`src/rtl/hamming84_tx_sched.sv`:
```
// Round-robin scheduler sharing one Hamming(8,4) SECDED encoder among NCH byte requesters.
// Optional HAMMING84_TX_ERR_INJECT_EN adds a one-shot single-bit error injector on out_code.
module hamming84_tx_sched #(
   parameter  int unsigned NCH  = 4,
   localparam int unsigned CH_W = $clog2(NCH)
) (
   input  logic               clk,
   input  logic               rst_n,
   input  logic [NCH-1:0]     req_valid,
   input  logic [8*NCH-1:0]   req_data,
   output logic [NCH-1:0]     req_ready,
   output logic               out_valid,
   output logic [7:0]         out_code,
   output logic [CH_W-1:0]    out_ch,
   output logic               out_last,
   input  logic               out_ready,
   output logic [15:0]        byte_cnt
`ifdef HAMMING84_TX_ERR_INJECT_EN
   ,
   input  logic               inj_req,
   input  logic [2:0]         inj_bit
`endif
);

   typedef enum logic [1:0] {IDLE, LO, HI} state_t;

   state_t          state, state_nxt;
   logic [7:0]      data_q;
   logic [CH_W-1:0] ch_q;
   logic [CH_W-1:0] last_grant;
   logic [CH_W-1:0] gnt;
   logic [7:0]      gnt_data;
   logic            found;
   logic            take;
   logic [3:0]      nibble;
   logic [7:0]      inj_mask;

   // Codeword bits 0..6 are Hamming positions 1..7 (p1 p2 d0 p4 d1 d2 d3); bit 7 is overall parity.
   function automatic logic [7:0] enc(input logic [3:0] d);
      logic [7:0] c;
      c[0] = d[0] ^ d[1] ^ d[3];
      c[1] = d[0] ^ d[2] ^ d[3];
      c[2] = d[0];
      c[3] = d[1] ^ d[2] ^ d[3];
      c[4] = d[1];
      c[5] = d[2];
      c[6] = d[3];
      c[7] = ^c[6:0];
      return c;
   endfunction

   // Rotating priority: channels above last_grant are searched first, then wrap to the rest.
   always_comb begin
      found    = 1'b0;
      gnt      = '0;
      gnt_data = '0;
      for (int unsigned i = 0; i < NCH; i++) begin
         if (!found && req_valid[i] && (CH_W'(i) > last_grant)) begin
            found    = 1'b1;
            gnt      = CH_W'(i);
            gnt_data = req_data[8*i +: 8];
         end
      end
      for (int unsigned i = 0; i < NCH; i++) begin
         if (!found && req_valid[i] && (CH_W'(i) <= last_grant)) begin
            found    = 1'b1;
            gnt      = CH_W'(i);
            gnt_data = req_data[8*i +: 8];
         end
      end
   end

   always_comb begin
      state_nxt = state;
      take      = 1'b0;
      case (state)
         IDLE: begin
            if (found) begin
               take      = 1'b1;
               state_nxt = LO;
            end
         end
         LO: begin
            if (out_ready) state_nxt = HI;
         end
         HI: begin
            if (out_ready) begin
               if (found) begin
                  take      = 1'b1;
                  state_nxt = LO;
               end else begin
                  state_nxt = IDLE;
               end
            end
         end
         default: state_nxt = IDLE;
      endcase
   end

   always_comb begin
      req_ready = '0;
      for (int unsigned i = 0; i < NCH; i++) begin
         req_ready[i] = take && (gnt == CH_W'(i));
      end
   end

   always_ff @(posedge clk or negedge rst_n) begin
      if (!rst_n) begin
         state      <= IDLE;
         data_q     <= '0;
         ch_q       <= '0;
         last_grant <= CH_W'(NCH - 1);
         byte_cnt   <= '0;
      end else begin
         state <= state_nxt;
         if (take) begin
            data_q     <= gnt_data;
            ch_q       <= gnt;
            last_grant <= gnt;
         end
         if (state == HI && out_ready) byte_cnt <= byte_cnt + 16'd1;
      end
   end

`ifdef HAMMING84_TX_ERR_INJECT_EN
   logic       armed;
   logic [2:0] inj_bit_q;

   always_ff @(posedge clk or negedge rst_n) begin
      if (!rst_n) begin
         armed     <= 1'b0;
         inj_bit_q <= '0;
      end else if (inj_req) begin
         armed     <= 1'b1;
         inj_bit_q <= inj_bit;
      end else if (out_valid && out_ready) begin
         armed     <= 1'b0;
      end
   end

   assign inj_mask = armed ? (8'd1 << inj_bit_q) : 8'd0;
`else
   assign inj_mask = 8'd0;
`endif

   assign out_valid = (state != IDLE);
   assign out_last  = (state == HI);
   assign out_ch    = ch_q;
   assign nibble    = (state == HI) ? data_q[7:4] : data_q[3:0];
   assign out_code  = out_valid ? (enc(nibble) ^ inj_mask) : 8'd0;

endmodule
```
`config.mk`:
```
export PLATFORM = sky130hd
export DESIGN_NAME = hamming84_tx_sched
export DESIGN_NICKNAME = d
export VERILOG_FILES = /design/src/rtl/hamming84_tx_sched.sv
export SDC_FILE = /design/constraint.sdc
export NUM_CORES = 1
export LEC_CHECK = 0
export CAP_MARGIN = 20
export CORE_ASPECT_RATIO = 0.6
export CORE_MARGIN = 8
export CORE_UTILIZATION = 35
export DETAILED_ROUTE_END_ITERATION = 10
export GPL_TIMING_DRIVEN = 0
export PLACE_DENSITY = 0.75
export SLEW_MARGIN = 5
export SYNTH_ARGS = -nofsm -noshare
export SYNTH_HDL_FRONTEND = slang
export SYNTH_SLANG_ARGS = --single-unit
```
`constraint.sdc`:
```
create_clock -name clk -period 4.3 [get_ports clk]
set_clock_uncertainty 0.2 [all_clocks]
set_input_delay 0.86 -clock clk [delete_from_list [all_inputs] [get_ports clk]]
set_output_delay 0.86 -clock clk [all_outputs]
set_load 0.05 [all_outputs]
```
==> flow_summary.html, run 1 <==
<table>
<tr><th>Metric</th><th>Value</th></tr>
<tr><th colspan="2">STA</th></tr>
<tr><td>Number of hold-slack violations in the final timing report</td><td>0</td></tr>
<tr><td>Maximum frequency from static timing analysis</td><td>246.7 MHz</td></tr>
<tr><td>Max_slew headroom</td><td>53.83%</td></tr>
<tr><td>Time the final worst path needs with I/O delays and setup</td><td>4.053 ns</td></tr>
<tr><td>Hold slack</td><td>0.2795 ns</td></tr>
<tr><td>Worst slew pin tran</td><td>0.6926 ns</td></tr>
<tr><td>Unrepaired setup endpoints after global routing</td><td>no</td></tr>
<tr><td>Total count of max-transition violations in the final report</td><td>0</td></tr>
<tr><td>Period utilisation layout</td><td>94.26%</td></tr>
<tr><td>Setup-violating endpoint count in the final report</td><td>0</td></tr>
<tr><th colspan="2">Final layout</th></tr>
<tr><td>Number of diodes</td><td>0</td></tr>
<tr><td>Most used cells in the layout excluding fill and tap cells</td><td>65 x clkdlybuf4s50_1, 28 x dfrtp_1, 22 x xnor2_1</td></tr>
<tr><td>Most common cell after layout, fill and taps aside</td><td>clkdlybuf4s50_1</td></tr>
<tr><td>Layout overhead on the synthesized area</td><td>41.09%</td></tr>
<tr><td>Fillers</td><td>576</td></tr>
<tr><td>Share of cells above drive strength 1</td><td>10.41%</td></tr>
<tr><td>Net total in the final layout</td><td>357</td></tr>
<tr><td>Layout Cell Area excl Fill</td><td>2990 um^2</td></tr>
<tr><th colspan="2">Clock network</th></tr>
<tr><td>CTS tree</td><td>done</td></tr>
<tr><td>Hold buffers post-CTS</td><td>0</td></tr>
<tr><td>CTS root buffer</td><td>clkbuf_8</td></tr>
<tr><td>Clock sinks</td><td>30</td></tr>
<tr><td>Clock Latency Late Sink</td><td>0.27 ns</td></tr>
<tr><td>Number of H-tree levels</td><td>2</td></tr>
<tr><td>Total CTS buffers</td><td>5</td></tr>
<tr><td>Clock-pin slew reported for the worst setup and hold paths after clock tree synthesis</td><td>0.06 ns</td></tr>
<tr><td>Max clock buf depth</td><td>2</td></tr>
<tr><th colspan="2">Route</th></tr>
<tr><td>Vias after detailed routing</td><td>2137</td></tr>
<tr><td>Final antenna-violating net count</td><td>0</td></tr>
<tr><td>Average wire per standard cell</td><td>16.69 um</td></tr>
<tr><td>Remaining design rule violation count</td><td>0</td></tr>
<tr><td>Initial detailed-routing violation count</td><td>136</td></tr>
<tr><td>Number of vias per cell</td><td>5.329</td></tr>
<tr><td>Drt first pass iters</td><td>4</td></tr>
<tr><td>Overall routed net length</td><td>6.694 mm</td></tr>
<tr><th colspan="2">Yosys</th></tr>
<tr><td>Top cells by area, synth</td><td>dfrtp_1 33%, xnor2_1 9.1%, a22o_1 3.7%, nand2_1 3.5%, nor2_1 3.4%</td></tr>
<tr><td>Sequential cell area fraction in the yosys report</td><td>35.54%</td></tr>
<tr><td>Most area-hungry cell type in the Yosys netlist</td><td>dfrtp_1</td></tr>
<tr><td>Cell area after synthesis</td><td>2120 um^2</td></tr>
<tr><td>Share of flip-flops with an asynchronous set or reset after synthesis</td><td>100.0%</td></tr>
<tr><td>Top-area cell type share of the netlist area</td><td>33.06%</td></tr>
<tr><td>Total nets after synthesis</td><td>280</td></tr>
<tr><td>Flops &amp; latches, synth</td><td>30</td></tr>
<tr><td>Synth Instances</td><td>240</td></tr>
<tr><td>Mapped Avg Cell Area</td><td>8.831 um^2</td></tr>
<tr><td>Total of warnings raised by yosys</td><td>0</td></tr>
<tr><td>Most common flop cell mapped by yosys</td><td>dfrtp_1</td></tr>
<tr><td>EDFF count, synth</td><td>0</td></tr>
<tr><td>Number of distinct library cells after synthesis</td><td>46</td></tr>
<tr><th colspan="2">Setup path</th></tr>
<tr><td>Beginning of the worst register-to-register path</td><td>last_grant[0]$_DFFE_PN1P_</td></tr>
<tr><td>Type of the worst setup path</td><td>in2out</td></tr>
<tr><td>R2R depth</td><td>6</td></tr>
<tr><td>Data required time at the worst endpoint</td><td>3.24 ns</td></tr>
<tr><td>Critical Path Sink Type</td><td>output pin</td></tr>
<tr><td>Reg2reg end</td><td>data_q[2]$_DFFE_PN0P_</td></tr>
<tr><td>Critical path arrival</td><td>2.99 ns</td></tr>
<tr><td>Worst reg2reg setup slack</td><td>2.16 ns</td></tr>
<tr><td>CP max FO</td><td>10</td></tr>
<tr><td>Startpoint type of the worst setup path</td><td>primary input</td></tr>
<tr><th colspan="2">Global routing</th></tr>
<tr><td>Global-route wire length before repair</td><td>11.10 mm</td></tr>
<tr><td>Largest net degree at the start of global routing</td><td>31</td></tr>
<tr><td>Global Route met2 Usage</td><td>20.45%</td></tr>
<tr><td>Global route overflow</td><td>0</td></tr>
<tr><td>Gr busiest metal</td><td>met1</td></tr>
<tr><td>Overall routing resource usage</td><td>15.31%</td></tr>
<tr><td>Met1 Resource Use GR</td><td>22.70%</td></tr>
<tr><td>Met3 Use GR</td><td>5.934%</td></tr>
<tr><td>Initial antenna violation count</td><td>0</td></tr>
<tr><td>Vias in the first global route</td><td>2140</td></tr>
<tr><th colspan="2">Pwr</th></tr>
<tr><td>Areal power density over the cells</td><td>619.6 nW/um^2</td></tr>
<tr><td>Static power due to leakage</td><td>1.254 nW</td></tr>
<tr><td>Maximum VDD drop</td><td>0.5585 mV</td></tr>
<tr><th colspan="2">Floorplanning</th></tr>
<tr><td>Boundary Pins</td><td>71</td></tr>
<tr><td>Vertical extent of the die</td><td>76.28 um</td></tr>
<tr><td>Full die area</td><td>8884 um^2</td></tr>
<tr><td>Effective utilization at floorplan</td><td>35.48%</td></tr>
<tr><td>Std-Cell Rows</td><td>22</td></tr>
<tr><td>Die boundary width</td><td>116.5 um</td></tr>
<tr><td>Core outline area</td><td>5973 um^2</td></tr>
<tr><th colspan="2">Status</th></tr>
<tr><td>Run status</td><td>finished, final reports clean</td></tr>
<tr><th colspan="2">Placed design</th></tr>
<tr><td>HPWL after detailed placement</td><td>5.354 mm</td></tr>
<tr><td>Placed inst area</td><td>2920 um^2</td></tr>
<tr><td>Placer congestion estimate</td><td>0.9044</td></tr>
<tr><td>Buffers added on ports</td><td>70</td></tr>
<tr><th colspan="2">Min path</th></tr>
<tr><td>Hold path depth</td><td>1</td></tr>
<tr><td>Min-Delay Path Class</td><td>reg2reg</td></tr>
<tr><td>Worst min-delay path startpoint</td><td>byte_cnt[15]$_DFFE_PN0P_</td></tr>
<tr><td>Terminating pin of the worst hold path</td><td>byte_cnt[15]$_DFFE_PN0P_</td></tr>
<tr><th colspan="2">Flow run</th></tr>
<tr><td>Max-Cap Viols</td><td>0</td></tr>
</table>
-- Yosys cell counts, types with 2 or more instances --
library cell / instances
xnor2_1: 22
clkbuf_1: 4
buf_2: 8
nand4_1: 3
o31ai_1: 5
and2_1: 3
o21ai_0: 3
a221oi_1: 8
nand3_1: 12
nor2b_1: 5
a31oi_1: 8
and3b_1: 8
dfrtp_1: 28
o21ai_1: 2
nand2b_1: 3
xor2_1: 5
a22o_1: 9
or3_1: 4
nor2_1: 19
mux2i_1: 3
nand2_1: 20
o221ai_1: 6
a21oi_1: 12
dfstp_2: 2
and3_1: 7
nor3_1: 3
inv_1: 4
o22ai_1: 4
a21oi_2: 3
-- per-stage QoR --
stage	util [%]	cells	TNS, ns	worst slack (ns)	power, W
5_1_grt	50.06	401	0	0.1303	0.001970
3_3_place_gp	48.97	394	-0.2164	-0.09266	0.001621
3_5_place_dp	48.89	394	-0.2782	-0.1278	0.001648
2_1_floorplan	-	240	0	0.5376	0.001290
4_1_cts	50.15	401	0	0.05979	0.001863
6_report	50.06	401	0	0.2468	0.001853
-- area by class of cell --
class | count | area, um^2 | area share, %
multi-input cells | 191 | 1281 | 42.85
flip-flops and latches | 30 | 753.2 | 25.19
repair buffers | 70 | 686.9 | 22.97
well taps | 84 | 105.1 | 3.515
clock buffers | 5 | 68.82 | 2.301
plain buffers | 14 | 66.31 | 2.218
inverters | 5 | 18.77 | 0.6276
clock inverters | 2 | 10.01 | 0.3347
-- timing repair --
action,CTS,global route
endpoints found under the hold margin,0,0
resized for setup,3,5
setup buffers,0,0
setup endpoints to repair,3,3
-- cells by family (layout without fill, tap and decap cells) --
kind of cell	count (synthesis)	after routing	synth area share, %
adder cells (fa/ha/maj)	1	1	0.5902
multiplexers	4	4	1.948
AO/OA/AOI/OAI	65	65	22.55
buffers and inverters	19	96	4.014
AND/OR/NAND/NOR	94	94	24.20
XOR/XNOR	27	27	11.16
flip-flops	30	30	35.54
-- routing by layer --
metal / vias up / part of all wire [%]
li1: 1041 / -
met1: 1011 / 49
met2: 83 / 40
met3: 2 / 11
met4: 0 / 0.16
met5: - / 0
-- power by group --
part | switching [W] | internal, W
clock network | 0.000103 | 0.000108
logic | 0.000706 | 0.000474
registers | 0.0000996 | 0.000362
-- state kept, by name, summed over array words and instances, names as in the netlist --
name,count
byte_cnt,16
data_q,8
last_grant,2
out_ch,2
state,2
-- worst max-delay path, stage by stage --
cell and delay [ns]:
clkdlybuf4s50_1 0.49, buf_4 0.19, nor4_2 0.08, or3_1 0.41, buf_2 0.22, nor3_1 0.19, dlygate4sd2_1 0.55
-- how the worst max path moves through the flow --
stage	end	start	slack (ns)	depth (start not counted)
floorplan	req_ready[1]	req_valid[3]	0.54	5
global placement	req_ready[3]	req_valid[1]	-0.09	8
detailed placement	req_ready[3]	req_valid[1]	-0.13	8
CTS	req_ready[0]	req_valid[3]	0.06	7
global route	req_ready[1]	req_valid[3]	0.13	7
finish	req_ready[1]	req_valid[3]	0.25	7
Note: power is estimated with default switching activity, not from simulation.
==> run 2: changes to the inputs <==
--- a/config.mk
+++ b/config.mk
@@ -7,7 +7,7 @@
 export LEC_CHECK = 0
 export CAP_MARGIN = 20
 export CORE_ASPECT_RATIO = 0.6
-export CORE_MARGIN = 8
+export CORE_MARGIN = 1
 export CORE_UTILIZATION = 35
 export DETAILED_ROUTE_END_ITERATION = 10
 export GPL_TIMING_DRIVEN = 0
==> run 2 against run 1 <==
First-iteration DRC count rose by 27%. Core utilization grew 2.6 points. Register-to-register slack hardly changed. Fmax is 0.33% lower. Sequential power rose by 0.9%. Total power is 1.1% higher. Via count increased by 1.5%. Sequential cell count unchanged. Non-clock buffer count stayed put. Critical path depth unchanged. Worst hold slack gained 0.0092 ns. Largest power group unchanged.
==> flow_summary.html, run 2 (synthesized netlist as in run 1, its figures left out) <==
<table>
<tr><th>Metric</th><th>Value</th></tr>
<tr><th colspan="2">Status</th></tr>
<tr><td>Run status</td><td>finished, final reports clean</td></tr>
<tr><th colspan="2">Final layout</th></tr>
<tr><td>Registers with the most flip-flops</td><td>byte_cnt (16), data_q (8)</td></tr>
<tr><td>Most used cells in the layout excluding fill and tap cells</td><td>65 x clkdlybuf4s50_1, 28 x dfrtp_1, 22 x xnor2_1</td></tr>
<tr><td>Fillers</td><td>536 (-6.9%)</td></tr>
<tr><td>Most common cell after layout, fill and taps aside</td><td>clkdlybuf4s50_1</td></tr>
<tr><td>Number of diodes</td><td>0 (unchanged)</td></tr>
<tr><td>Net total in the final layout</td><td>357 (unchanged)</td></tr>
<tr><td>Layout Cell Area excl Fill</td><td>3002 um^2 (+0.38%)</td></tr>
<tr><td>Layout overhead on the synthesized area</td><td>41.62%</td></tr>
<tr><td>Flip-flop count of the largest register, all copies and words added</td><td>16 (unchanged)</td></tr>
<tr><td>Fin cells</td><td>398 (-0.75%)</td></tr>
<tr><td>FF/Latch Area</td><td>753.2 um^2 (unchanged)</td></tr>
<tr><td>Register bank with the most flops</td><td>byte_cnt</td></tr>
<tr><td>Share of cells above drive strength 1</td><td>10.69% (+0.28 points)</td></tr>
<tr><td>Multi-input gate area in the final layout</td><td>1281 um^2 (unchanged)</td></tr>
<tr><th colspan="2">Route</th></tr>
<tr><td>Drt first pass iters</td><td>4 (unchanged)</td></tr>
<tr><td>Initial detailed-routing violation count</td><td>173 (+27%)</td></tr>
<tr><td>Vias after detailed routing</td><td>2169 (+1.5%)</td></tr>
<tr><td>Overall routed net length</td><td>6.498 mm (-2.9%)</td></tr>
<tr><td>Final antenna-violating net count</td><td>0 (unchanged)</td></tr>
<tr><td>Number of vias per cell</td><td>5.450 (+2.3%)</td></tr>
<tr><td>Average wire per standard cell</td><td>16.33 um (-2.2%)</td></tr>
<tr><td>Remaining design rule violation count</td><td>0 (unchanged)</td></tr>
<tr><th colspan="2">Setup path</th></tr>
<tr><td>WP depth</td><td>7 (unchanged)</td></tr>
<tr><td>Maximum cell stage delay along the critical path</td><td>0.55 ns (about the same)</td></tr>
<tr><td>Beginning of the worst register-to-register path</td><td>last_grant[0]$_DFFE_PN1P_</td></tr>
<tr><td>Reg2reg end</td><td>data_q[1]$_DFFE_PN0P_</td></tr>
<tr><td>Critical path's top delay family</td><td>buffers and inverters</td></tr>
<tr><td>Critical Path Sink Type</td><td>output pin</td></tr>
<tr><td>Slowest cell on crit path</td><td>dlygate4sd2_1</td></tr>
<tr><td>Number of buffer and inverter instances along the worst setup path</td><td>4 (unchanged)</td></tr>
<tr><td>Worst reg2reg setup slack</td><td>2.16 ns (about the same)</td></tr>
<tr><td>R2R depth</td><td>6 (unchanged)</td></tr>
<tr><td>Cells traversed along the worst timing path</td><td>clkdlybuf4s50_1 -&gt; buf_4 -&gt; nor4_2 -&gt; or3_1 -&gt; buf_2 -&gt; nor3_1 -&gt; dlygate4sd2_1</td></tr>
<tr><td>Startpoint type of the worst setup path</td><td>primary input</td></tr>
<tr><td>Type of the worst setup path</td><td>in2out</td></tr>
<tr><td>Critical path arrival</td><td>3.01 ns (+0.02 ns)</td></tr>
<tr><td>Data required time at the worst endpoint</td><td>3.24 ns (about the same)</td></tr>
<tr><td>CP max FO</td><td>10 (unchanged)</td></tr>
<tr><th colspan="2">STA</th></tr>
<tr><td>Fin Setup TNS</td><td>0 ns (unchanged)</td></tr>
<tr><td>Unrepaired setup endpoints after global routing</td><td>no</td></tr>
<tr><td>Total count of max-transition violations in the final report</td><td>0 (unchanged)</td></tr>
<tr><td>Final WS setup</td><td>0.2332 ns (-0.01361 ns)</td></tr>
<tr><td>Time the final worst path needs with I/O delays and setup</td><td>4.067 ns (+0.01361 ns)</td></tr>
<tr><td>Worst slew pin tran</td><td>0.6808 ns (-0.01182 ns)</td></tr>
<tr><td>Number of hold-slack violations in the final timing report</td><td>0 (unchanged)</td></tr>
<tr><td>Max_slew headroom</td><td>54.61% (+0.79 points)</td></tr>
<tr><td>Maximum frequency from static timing analysis</td><td>245.9 MHz (-0.33%)</td></tr>
<tr><td>Period utilisation layout</td><td>94.58% (+0.32 points)</td></tr>
<tr><td>Setup-violating endpoint count in the final report</td><td>0 (unchanged)</td></tr>
<tr><th colspan="2">Placed design</th></tr>
<tr><td>Buffers added on ports</td><td>70 (unchanged)</td></tr>
<tr><td>Dpl ws</td><td>-0.1254 ns (+0.002443 ns)</td></tr>
<tr><td>Cells after DPL</td><td>390 (-1.0%)</td></tr>
<tr><td>HPWL after detailed placement</td><td>5.047 mm (-5.7%)</td></tr>
<tr><td>Placed inst area</td><td>2915 um^2 (-0.17%)</td></tr>
<tr><td>Placer congestion estimate</td><td>0.9488 (+4.9%)</td></tr>
<tr><th colspan="2">Global routing</th></tr>
<tr><td>Met3 Use GR</td><td>4.279% (-1.7 points)</td></tr>
<tr><td>Vias in the first global route</td><td>2084 (-2.6%)</td></tr>
<tr><td>Largest net degree at the start of global routing</td><td>31 (unchanged)</td></tr>
<tr><td>Global-route wire length before repair</td><td>10.94 mm (-1.4%)</td></tr>
<tr><td>Global route overflow</td><td>0 (unchanged)</td></tr>
<tr><td>Met1 Resource Use GR</td><td>35.77% (+13 points)</td></tr>
<tr><td>Global Route met2 Usage</td><td>30.58% (+10 points)</td></tr>
<tr><td>Gr busiest metal</td><td>met1</td></tr>
<tr><td>Overall routing resource usage</td><td>22.40% (+7.1 points)</td></tr>
<tr><td>Initial antenna violation count</td><td>0 (unchanged)</td></tr>
<tr><th colspan="2">Floorplanning</th></tr>
<tr><td>Core outline area</td><td>5702 um^2 (-4.5%)</td></tr>
<tr><td>Vertical extent of the die</td><td>62.28 um (-18%)</td></tr>
<tr><td>Boundary Pins</td><td>71 (unchanged)</td></tr>
<tr><td>Full die area</td><td>6382 um^2 (-28%)</td></tr>
<tr><td>Effective utilization at floorplan</td><td>37.17% (+1.7 points)</td></tr>
<tr><td>Std-Cell Rows</td><td>21 (-4.5%)</td></tr>
<tr><td>Die boundary width</td><td>102.5 um (-12%)</td></tr>
<tr><th colspan="2">Pwr</th></tr>
<tr><td>Areal power density over the cells</td><td>624.0 nW/um^2 (+0.71%)</td></tr>
<tr><td>Static power due to leakage</td><td>1.257 nW (+0.27%)</td></tr>
<tr><td>Maximum VDD drop</td><td>0.3999 mV (-28%)</td></tr>
<tr><th colspan="2">Min path</th></tr>
<tr><td>Worst min-delay path startpoint</td><td>state[1]$_DFFE_PN0P_</td></tr>
<tr><td>Terminating pin of the worst hold path</td><td>state[1]$_DFFE_PN0P_</td></tr>
<tr><td>Hold path depth</td><td>1 (unchanged)</td></tr>
<tr><td>Min-Delay Path Class</td><td>reg2reg</td></tr>
<tr><th colspan="2">Clock network</th></tr>
<tr><td>Number of buffers inserted to repair setup after CTS</td><td>0 (unchanged)</td></tr>
<tr><td>Total CTS buffers</td><td>5 (unchanged)</td></tr>
<tr><td>CTS tree</td><td>done</td></tr>
<tr><td>Clock Latency Late Sink</td><td>0.29 ns (+0.02 ns)</td></tr>
<tr><td>Number of H-tree levels</td><td>2 (unchanged)</td></tr>
<tr><td>Max clock buf depth</td><td>2 (unchanged)</td></tr>
<tr><td>CTS root buffer</td><td>clkbuf_8</td></tr>
<tr><td>Clock-pin slew reported for the worst setup and hold paths after clock tree synthesis</td><td>0.07 ns (about the same)</td></tr>
<tr><td>Clock sinks</td><td>30 (unchanged)</td></tr>
<tr><th colspan="2">Flow run</th></tr>
<tr><td>Max-Cap Viols</td><td>0 (unchanged)</td></tr>
</table>
-- run 2: changes by cell type in the layout (fill, tap and decap cells not counted) --
cell	delta
clkinv_2	-1
clkinvlp_4	+1
clkbuf_8	+1
-- run 2: through the flow --
| step | hold slack, ns | power (W) | utilization (%) |
|---|---|---|---|
| detailed placement | 0.2791 | 0.001631 | 51.13 |
| finish | 0.2888 | 0.001873 | 52.64 |
| floorplan | 0.2446 | 0.001290 | - |
| global placement | 0.2603 | 0.001611 | 51.22 |
| global route | 0.3069 | 0.001995 | 52.64 |
| CTS | 0.2909 | 0.001872 | 52.73 |
-- run 2: worst max path at each step --
stage                             from           end  slack [ns]
after floorplan           req_valid[3]  req_ready[1]        0.54
after global placement    req_valid[1]  req_ready[2]       -0.08
after detailed placement  req_valid[1]  req_ready[2]       -0.13
after CTS                 req_valid[3]  req_ready[0]        0.01
after global routing      req_valid[3]  req_ready[1]        0.07
final                     req_valid[3]  req_ready[1]        0.23
-- run 2: area by class of cell --
| class | count | area share [%] |
|---|---|---|
| Inverter | 5 | 0.6253 |
| Clock buffer | 6 | 2.751 |
| Tap cell | 80 | 3.335 |
| Buffer | 14 | 2.209 |
| Sequential cell | 30 | 25.09 |
| Clock inverter | 2 | 0.4168 |
| Timing Repair Buffer | 70 | 22.88 |
| Multi-Input combinational cell | 191 | 42.68 |
-- run 2: what timing repair did --
action	in CTS	in global routing
gates resized for setup	3	5
hold buffers	0	0
setup endpoints to repair	3	3
-- run 2: layer usage --
layer | vias up | part of all wire (%) | wire [um]
li1 | 1041 | - | -
met2 | 80 | 41 | 2671
met5 | - | 0 | 0
met1 | 1044 | 51 | 3338
met4 | 0 | 0.48 | 31
met3 | 4 | 7.0 | 455
-- run 2: power breakdown --
part           leakage (nW)  internal, W  switching (W)  total [W]
combinational         0.826     0.000474       0.000691    0.00117
clock                0.0472     0.000129       0.000114   0.000242
sequential            0.384     0.000362       0.000104   0.000466
==> run 3: changes to the inputs <==
--- a/config.mk
+++ b/config.mk
@@ -7,7 +7,7 @@
 export LEC_CHECK = 0
 export CAP_MARGIN = 20
 export CORE_ASPECT_RATIO = 0.6
-export CORE_MARGIN = 1
+export CORE_MARGIN = 4
 export CORE_UTILIZATION = 35
 export DETAILED_ROUTE_END_ITERATION = 10
 export GPL_TIMING_DRIVEN = 0
==> run 3 against run 2 <==
Sequential share of layout area shrank 0.36 points. Design area grew 1.5%. Global-route usage shrank 3.4 points. Critical path type unchanged.
==> flow_summary.html, run 3 (synthesized netlist as in run 1, its figures left out) <==
<table>
<tr><th>Metric</th><th>Value</th></tr>
<tr><th colspan="2">STA</th></tr>
<tr><td>Hold slack</td><td>0.2821 ns (-0.006689 ns)</td></tr>
<tr><td>Unrepaired setup endpoints after global routing</td><td>no</td></tr>
<tr><td>Max_slew headroom</td><td>55.09% (+0.48 points)</td></tr>
<tr><td>Fin Setup TNS</td><td>0 ns (unchanged)</td></tr>
<tr><td>Worst slew pin tran</td><td>0.6737 ns (-0.007127 ns)</td></tr>
<tr><td>Number of hold-slack violations in the final timing report</td><td>0 (unchanged)</td></tr>
<tr><td>Total count of max-transition violations in the final report</td><td>0 (unchanged)</td></tr>
<tr><td>Period utilisation layout</td><td>95.33% (+0.75 points)</td></tr>
<tr><td>Setup-violating endpoint count in the final report</td><td>0 (unchanged)</td></tr>
<tr><td>Maximum frequency from static timing analysis</td><td>243.9 MHz (-0.79%)</td></tr>
<tr><td>Time the final worst path needs with I/O delays and setup</td><td>4.099 ns (+0.03243 ns)</td></tr>
<tr><td>Final WS setup</td><td>0.2007 ns (-0.03243 ns)</td></tr>
<tr><th colspan="2">Final layout</th></tr>
<tr><td>Registers with the most flip-flops</td><td>byte_cnt (16), data_q (8)</td></tr>
<tr><td>Net total in the final layout</td><td>357 (unchanged)</td></tr>
<tr><td>Layout Cell Area excl Fill</td><td>3045 um^2 (+1.5%)</td></tr>
<tr><td>Flip-flop count of the largest register, all copies and words added</td><td>16 (unchanged)</td></tr>
<tr><td>Number of diodes</td><td>0 (unchanged)</td></tr>
<tr><td>Most common cell after layout, fill and taps aside</td><td>clkdlybuf4s50_1</td></tr>
<tr><td>Most used cells in the layout excluding fill and tap cells</td><td>65 x clkdlybuf4s50_1, 28 x dfrtp_1, 22 x xnor2_1</td></tr>
<tr><td>FF/Latch Area</td><td>753.2 um^2 (unchanged)</td></tr>
<tr><td>Multi-input gate area in the final layout</td><td>1281 um^2 (unchanged)</td></tr>
<tr><td>Register bank with the most flops</td><td>byte_cnt</td></tr>
<tr><td>Layout overhead on the synthesized area</td><td>43.68%</td></tr>
<tr><td>Share of cells above drive strength 1</td><td>10.69% (unchanged)</td></tr>
<tr><td>Fillers</td><td>560 (+4.5%)</td></tr>
<tr><th colspan="2">Placed design</th></tr>
<tr><td>Placed inst area</td><td>2915 um^2 (unchanged)</td></tr>
<tr><td>Placer congestion estimate</td><td>0.8991 (-5.2%)</td></tr>
<tr><td>HPWL after detailed placement</td><td>5.219 mm (+3.4%)</td></tr>
<tr><td>Buffers added on ports</td><td>70 (unchanged)</td></tr>
<tr><td>Dpl ws</td><td>-0.1524 ns (-0.02704 ns)</td></tr>
<tr><th colspan="2">Global routing</th></tr>
<tr><td>Largest net degree at the start of global routing</td><td>31 (unchanged)</td></tr>
<tr><td>Initial antenna violation count</td><td>0 (unchanged)</td></tr>
<tr><td>Overall routing resource usage</td><td>18.99% (-3.4 points)</td></tr>
<tr><td>Global route overflow</td><td>0 (unchanged)</td></tr>
<tr><td>Vias in the first global route</td><td>2048 (-1.7%)</td></tr>
<tr><td>Global-route wire length before repair</td><td>10.70 mm (-2.3%)</td></tr>
<tr><th colspan="2">Pwr</th></tr>
<tr><td>Clock power share</td><td>18.2% (+5.3 points)</td></tr>
<tr><td>Fraction of power spent switching nets</td><td>45.97% (-2.5 points)</td></tr>
<tr><td>Switching power summed over all nets</td><td>0.0009213 W (+1.4%)</td></tr>
<tr><td>Static power due to leakage</td><td>1.269 nW (+0.92%)</td></tr>
<tr><td>Portion of total power attributed to sequential cells</td><td>23.2% (-1.7 points)</td></tr>
<tr><td>Internal power</td><td>0.001083 W (+12%)</td></tr>
<tr><td>Maximum VDD drop</td><td>0.4778 mV (+19%)</td></tr>
<tr><td>Areal power density over the cells</td><td>658.1 nW/um^2 (+5.5%)</td></tr>
<tr><td>Part of the total power dissipated in combinational logic</td><td>58.6% (-3.6 points)</td></tr>
<tr><th colspan="2">Route</th></tr>
<tr><td>Drt first pass iters</td><td>4 (unchanged)</td></tr>
<tr><td>Vias after detailed routing</td><td>2194 (+1.2%)</td></tr>
<tr><td>Detail Route met3 WL</td><td>605 um (+33%)</td></tr>
<tr><td>Remaining design rule violation count</td><td>0 (unchanged)</td></tr>
<tr><td>Final antenna-violating net count</td><td>0 (unchanged)</td></tr>
<tr><td>Met2 Routed Length</td><td>2.925 mm (+9.5%)</td></tr>
<tr><td>Max layer used</td><td>met4</td></tr>
<tr><td>Overall routed net length</td><td>6.830 mm (+5.1%)</td></tr>
<tr><td>Initial detailed-routing violation count</td><td>243 (+40%)</td></tr>
<tr><td>Met1 layer wirelength in the final routing</td><td>3.244 mm (-2.8%)</td></tr>
<tr><td>Average wire per standard cell</td><td>17.16 um (+5.1%)</td></tr>
<tr><td>Number of vias per cell</td><td>5.513 (+1.2%)</td></tr>
<tr><th colspan="2">Setup path</th></tr>
<tr><td>Startpoint type of the worst setup path</td><td>primary input</td></tr>
<tr><td>Data required time at the worst endpoint</td><td>3.24 ns (about the same)</td></tr>
<tr><td>Type of the worst setup path</td><td>in2out</td></tr>
<tr><td>CP max FO</td><td>10 (unchanged)</td></tr>
<tr><td>Critical Path Sink Type</td><td>output pin</td></tr>
<tr><td>Critical path arrival</td><td>3.04 ns (+0.03 ns)</td></tr>
<tr><th colspan="2">Clock network</th></tr>
<tr><td>CTS root buffer</td><td>clkbuf_8</td></tr>
<tr><td>Number of buffers inserted to repair setup after CTS</td><td>0 (unchanged)</td></tr>
<tr><td>Hold buffers post-CTS</td><td>0 (unchanged)</td></tr>
<tr><td>Total CTS buffers</td><td>5 (unchanged)</td></tr>
<tr><td>Clock sinks</td><td>30 (unchanged)</td></tr>
<tr><td>CTS tree</td><td>done</td></tr>
<tr><td>Clock-pin slew reported for the worst setup and hold paths after clock tree synthesis</td><td>0.07 ns (about the same)</td></tr>
<tr><td>Max clock buf depth</td><td>2 (unchanged)</td></tr>
<tr><td>Number of H-tree levels</td><td>2 (unchanged)</td></tr>
<tr><td>Clock Latency Late Sink</td><td>0.29 ns (about the same)</td></tr>
<tr><th colspan="2">Floorplanning</th></tr>
<tr><td>Vertical extent of the die</td><td>68.28 um (+9.6%)</td></tr>
<tr><td>Boundary Pins</td><td>71 (unchanged)</td></tr>
<tr><td>Std-Cell Rows</td><td>21 (unchanged)</td></tr>
<tr><td>Core outline area</td><td>5728 um^2 (+0.46%)</td></tr>
<tr><td>Full die area</td><td>7406 um^2 (+16%)</td></tr>
<tr><td>Effective utilization at floorplan</td><td>37.00% (-0.17 points)</td></tr>
<tr><td>Die boundary width</td><td>108.5 um (+5.9%)</td></tr>
<tr><th colspan="2">Min path</th></tr>
<tr><td>Min-Delay Path Class</td><td>reg2reg</td></tr>
<tr><th colspan="2">Flow run</th></tr>
<tr><td>Max-Cap Viols</td><td>0 (unchanged)</td></tr>
<tr><th colspan="2">Status</th></tr>
<tr><td>Run status</td><td>finished, final reports clean</td></tr>
</table>
run 3: changes by cell type in the layout (fill, tap and decap cells not counted):
cell,change
dlymetal6s2s_1,-1
dlygate4sd2_1,+1
clkinvlp_4,-1
bufinv_16,+2
clkinv_2,-1
run 3: worst max-delay path: stages:
cell             delay (ns)
clkdlybuf4s50_1        0.50
buf_4                  0.19
nor4_2                 0.07
or3_1                  0.43
buf_2                  0.23
nor3_1                 0.19
dlygate4sd2_1          0.56
run 3: area by class of cell:
type                    instances  share of cell area [%]
clock inverters                 2                   1.972
flip-flops and latches         30                   24.73
well taps                      80                   3.287
repair buffers                 70                   22.43
clock buffers                   6                   2.712
plain buffers                  14                   2.177
multi-input cells             191                   42.07
inverters                       5                  0.6163
run 3: path summary, 6_finish.rpt:
check,cells after the start,start,end,slack [ns]
worst max-delay path,7,req_valid[3],req_ready[1],0.20
worst min-delay path,1,state[1]$_DFFE_PN0P_,state[1]$_DFFE_PN0P_,0.28
worst max register to register,6,last_grant[0]$_DFFE_PN1P_,data_q[2]$_DFFE_PN0P_,2.19
worst min register to register,1,state[1]$_DFFE_PN0P_,state[1]$_DFFE_PN0P_,0.28
max in group asynchronous,1,rst_n,byte_cnt[1]$_DFFE_PN0P_,3.06
min in group asynchronous,1,rst_n,data_q[0]$_DFFE_PN0P_,0.40
run 3: power by group through the flow:
stage                     Sequential (W)  Clock (W)  Combinational, W
after floorplan                 0.000521          0          0.000770
after global placement          0.000462          0           0.00115
after detailed placement        0.000465          0           0.00117
after CTS                       0.000461   0.000369           0.00117
after global routing            0.000475   0.000383           0.00126
final                           0.000464   0.000366           0.00117
run 3: metal layers:
layer  track usage, %  vias to the layer above
li1                 -                     1043
met1            28.40                     1047
met2            27.38                       97
met3            4.336                        7
met4            4.724                        0
met5                0                        -
run 3: timing repair:
action / CTS / global route
pin swaps: 0 / 0
gates resized for setup: 4 / 4
setup endpoints to repair: 4 / 2
endpoints found under the hold margin: 0 / 0
run 3: through the flow:
| step | cells | power (W) | util [%] |
|---|---|---|---|
| after CTS | 398 | 0.002003 | 53.30 |
| after floorplan | 240 | 0.001290 | - |
| final | 398 | 0.002004 | 53.17 |
| after global routing | 398 | 0.002116 | 53.17 |
| after global placement | 390 | 0.001617 | 50.98 |
| after detailed placement | 390 | 0.001639 | 50.90 |
